$ cat src/rtl/mem_bus_if.sv
// rtl/mem_bus_if.sv - CPU data-port to single-cycle-ack external bus bridge
// Registers one bus cycle per access and stalls the pipeline until the ack.
module mem_bus_if (
    input  logic        clk,
    input  logic        rst,
    input  logic        cpu_ce_i,
    input  logic        cpu_we_i,
    input  logic [31:0] cpu_addr_i,
    input  logic [31:0] cpu_data_i,
    input  logic [3:0]  cpu_sel_i,
    output logic [31:0] cpu_data_o,
    output logic        stallreq_o,
    input  logic [5:0]  stall_i,
    input  logic        flush_i,
    output logic        bus_req_o,
    output logic        bus_we_o,
    output logic [31:0] bus_addr_o,
    output logic [31:0] bus_data_o,
    output logic [3:0]  bus_sel_o,
    input  logic [31:0] bus_data_i,
    input  logic        bus_ack_i
);

    typedef enum logic [1:0] {
        IDLE       = 2'd0,
        BUSY       = 2'd1,
        WAIT_STALL = 2'd2
    } state_t;

    state_t      state_q, state_d;
    logic        bus_req_q, bus_req_d;
    logic        bus_we_q, bus_we_d;
    logic [31:0] bus_addr_q, bus_addr_d;
    logic [31:0] bus_data_q, bus_data_d;
    logic [3:0]  bus_sel_q, bus_sel_d;
    logic [31:0] rd_buf_q, rd_buf_d;
    logic        stallreq;
    logic [31:0] cpu_data;

    always_ff @(posedge clk or posedge rst) begin
        if (rst) begin
            state_q    <= IDLE;
            bus_req_q  <= 1'b0;
            bus_we_q   <= 1'b0;
            bus_addr_q <= 32'd0;
            bus_data_q <= 32'd0;
            bus_sel_q  <= 4'd0;
            rd_buf_q   <= 32'd0;
        end else begin
            state_q    <= state_d;
            bus_req_q  <= bus_req_d;
            bus_we_q   <= bus_we_d;
            bus_addr_q <= bus_addr_d;
            bus_data_q <= bus_data_d;
            bus_sel_q  <= bus_sel_d;
            rd_buf_q   <= rd_buf_d;
        end
    end

    always_comb begin
        state_d    = state_q;
        bus_req_d  = bus_req_q;
        bus_we_d   = bus_we_q;
        bus_addr_d = bus_addr_q;
        bus_data_d = bus_data_q;
        bus_sel_d  = bus_sel_q;
        rd_buf_d   = rd_buf_q;
        stallreq   = 1'b0;
        cpu_data   = 32'd0;

        if (flush_i) begin
            // Flush wins over everything, including a coincident ack.
            state_d    = IDLE;
            bus_req_d  = 1'b0;
            bus_we_d   = 1'b0;
            bus_addr_d = 32'd0;
            bus_data_d = 32'd0;
            bus_sel_d  = 4'd0;
        end else begin
            case (state_q)
                IDLE: begin
                    stallreq = cpu_ce_i;
                    if (cpu_ce_i) begin
                        state_d    = BUSY;
                        bus_req_d  = 1'b1;
                        bus_we_d   = cpu_we_i;
                        bus_addr_d = cpu_addr_i;
                        bus_data_d = cpu_data_i;
                        bus_sel_d  = cpu_sel_i;
                    end
                end
                BUSY: begin
                    if (bus_ack_i) begin
                        cpu_data   = bus_data_i;
                        rd_buf_d   = bus_data_i;
                        bus_req_d  = 1'b0;
                        bus_we_d   = 1'b0;
                        bus_addr_d = 32'd0;
                        bus_data_d = 32'd0;
                        bus_sel_d  = 4'd0;
                        state_d    = (stall_i != 6'd0) ? WAIT_STALL : IDLE;
                    end else begin
                        stallreq = 1'b1;
                    end
                end
                WAIT_STALL: begin
                    // Hold the loaded word until the rest of the pipeline moves.
                    cpu_data = rd_buf_q;
                    if (stall_i == 6'd0) begin
                        state_d = IDLE;
                    end
                end
                default: begin
                    state_d = IDLE;
                end
            endcase
        end
    end

    assign stallreq_o = stallreq & ~rst;
    assign cpu_data_o = rst ? 32'd0 : cpu_data;
    assign bus_req_o  = bus_req_q;
    assign bus_we_o   = bus_we_q;
    assign bus_addr_o = bus_addr_q;
    assign bus_data_o = bus_data_q;
    assign bus_sel_o  = bus_sel_q;

endmodule

$ cat config.mk
export PLATFORM = sky130hd
export DESIGN_NAME = mem_bus_if
export DESIGN_NICKNAME = d
export VERILOG_FILES = /design/src/rtl/mem_bus_if.sv
export SDC_FILE = /design/constraint.sdc
export NUM_CORES = 1
export LEC_CHECK = 0
export ABC_AREA = 1
export BUFFER_PORTS_ARGS = -buffer_cell sky130_fd_sc_hd__clkbuf_2
export CORE_AREA = 5 5 124 126
export CTS_CLUSTER_SIZE = 28
export DETAILED_ROUTE_END_ITERATION = 8
export DIE_AREA = 0 0 129 131
export RECOVER_POWER = 25
export SYNTH_ARGS = -nofsm -noshare
export SYNTH_HDL_FRONTEND = slang
export SYNTH_SLANG_ARGS = --single-unit
export TNS_END_PERCENT = 50
$ cat constraint.sdc
create_clock -name clk -period 10.2 [get_ports clk]
set_input_delay 2.55 -clock clk [delete_from_list [all_inputs] [get_ports clk]]
set_output_delay 2.55 -clock clk [all_outputs]
set_load 0.01 [all_outputs]
==> results.ini <==
[status]
status = completed

[global_route]
grt_use_total_pct = 14.63
top_usage_layer = met2
grt_use_met3_pct = 3.740
grt_start_max_net_pins = 88
antenna_found_initial = 0
grt_use_met2_pct = 21.68
grt_util_met1_pct = 20.98
grt_pass1_wl_um = 19930
grt_pass1_vias = 3938
overflow = 0

[yosys]
seq_area_frac_synth_pct = 54.11
avgSynthCellArea_um2 = 8.483
ys_ff_latch = 104
synth_top_family_by_area = simple AND/OR/NAND/NOR gates
synthCells = 567
synth_enable_flop_cells = 0
synth_xor_area_share_pct = 0
synth-simple-area-share_pct = 23.28
yosys-mux-area-fraction_pct = 0
synth_cell_types = 22
synth_area_mm2 = 0.004810
async_flop_share_pct = 100.0
synth_fa_ha_area_share_pct = 1.041
synthTopCellsByArea = dfrtp_1, nand2_1, o21ai_2
ys_warn_count = 0
synth_ff_type = dfrtp_1
yosysTopAreaCell = dfrtp_1
synth_nets = 683
synth_top_cell_area_share_pct = 54.11
synth_compound_area_share_pct = 15.58

[clock_network]
cts-root-buf = clkbuf_16
cts.clk_slew.worst_paths_ns = 0.07
postCtsSetupRepairBufs = 0
cts_htree_levels = 3
cts-buffers-inserted = 9
cts_tree = done
clk_path_buf_depth = 2
clock_latency_ns = 0.34
cts_resized = 0
cts_sinks = 104
holdBufCountCts = 0

[setup_path]
critPathKind = in -> out
critPathLaunchType = input port
critical_path.max_fanout = 48
end_kind = output pin
cp.required_ns = 7.65
crit_arrival_ns = 4.66
r2r_setup_slack_ns = 7.44

[route]
drc = 0
wl_per_cell_um = 13.42
via_count = 4230
drt_iter0_drc = 302
final_antenna_net_count = 0
wl_um = 12680
drt_pass1_iterations = 4
viasPerCell = 4.476

[pwr]
power.density_mw_per_mm2 = 266.5
ir_drop_uv = 109.0
fin_total_pwr_uw = 1650
p_leak_uw = 0.003069

[layout]
drive_above_1_share_pct = 32.46
finalNetCount = 872
diodes = 0
fin_area_mm2 = 0.006191
nFillCells = 1479
final_cell_mix = nand2_1, clkbuf_2, dfrtp_1, o21ai_1
multiInputGateArea_mm2 = 0.001924
area.growth.synth_to_final_pct = 28.72
seqCellArea_mm2 = 0.002603
final_common_cell = nand2_1

[floorplan]
die_width_um = 129
rows = 44
die_area_mm2 = 0.01690
io_pins = 215
start_util_pct = 33.86
die_y_um = 131
core_mm2 = 0.01420

[sta]
slew_headroom_pct = 22.35
timing.hold.ws_ns = 0.4795
max_freq_mhz = 138.8
final-max-slew-violation-count = 0
hold_violations = 0
clock_skew_ns = 0.004090
fin_tns_setup_ns = 0
setup_viol = 0
period_share_pct = 70.64
rsz0062_at_grt = no
tightestPinTransition_ns = 1.165
fin_crit_ns = 7.205

[placed_design]
io_buffer_count = 214
hpwl_um = 9096
gp_congestion = 0.7481
place_area_mm2 = 0.005887

[hold_path]
min_path_type = reg -> reg

[flow_run]
cap_violations = 0

## where the power goes
group	total, µW	switching, µW	leakage (µW)	internal, µW
sequential	677	95.1	0.00135	582
combinational	581	386	0.00156	194
clock	392	151	0.000162	240
## routing by layer
| metal | share of wire, % | vias up |
|---|---|---|
| met5 | 0 | - |
| met4 | 1.2 | 0 |
| li1 | - | 2192 |
| met1 | 48 | 1873 |
| met3 | 9.0 | 11 |
| met2 | 41 | 154 |
## stage by stage
| step | setup slack [ns] | util [%] | cells |
|---|---|---|---|
| floorplan | 1.971 | - | 567 |
| global placement | 3.027 | 41.45 | 929 |
| detailed placement | 2.915 | 41.45 | 929 |
| CTS | 2.918 | 43.87 | 945 |
| global route | 2.627 | 43.59 | 945 |
| finish | 2.995 | 43.59 | 945 |
## cells in the mapped netlist (4+ instances only)
| library cell | instances |
|---|---|
| clkbuf_1 | 18 |
| a21oi_1 | 32 |
| inv_1 | 8 |
| o21ai_2 | 31 |
| buf_2 | 8 |
| o21ai_1 | 40 |
| dfrtp_1 | 104 |
| nand2_1 | 258 |
| o21ai_0 | 22 |
| buf_6 | 11 |
| nand2_2 | 11 |
| nor2_1 | 7 |
| nand3_1 | 5 |
| ha_1 | 4 |
## area by class of cell
class,instances,share of cell area (%)
clock inverter,7,1.920
timing repair buffer,217,17.02
tap,184,3.719
clock buffer,9,3.638
sequential,104,42.04
inverter,9,0.5861
multi-input combinational,415,31.08
## registers in the layout, indices dropped and copies added (netlist names)
register,count
bus_addr_o,32
bus_data_o,32
rd_buf_q,32
bus_sel_o,4
state_q,2
bus_req_o,1
bus_we_o,1
## cells by family after synthesis
kind of cell             Yosys count
AO/OA/AOI/OAI                    126
adder cells (fa/ha/maj)            4
buffers and inverters             48
flip-flops                       104
AND/OR/NAND/NOR                  285
## worst max-delay path, stage by stage
cell      delay, ns
clkbuf_1       0.11
inv_4          0.44
nand3_1        0.92
a21oi_1        0.42
clkbuf_2       0.19
## worst paths after layout
check	start	to	cells after the start
setup / recovery	rst	cpu_data_o[13]	5
hold / removal	bus_sel_o[2]$_DFFE_PP0P_	bus_sel_o[2]$_DFFE_PP0P_	2
setup reg to reg	state_q[1]$_DFFE_PP0P_	bus_data_o[5]$_DFFE_PP0P_	9
hold reg to reg	bus_sel_o[2]$_DFFE_PP0P_	bus_sel_o[2]$_DFFE_PP0P_	2
max in group asynchronous	rst	bus_data_o[8]$_DFFE_PP0P_	3
min in group asynchronous	rst	bus_addr_o[9]$_DFFE_PP0P_	2
Note: power is estimated with default switching activity, not from simulation.
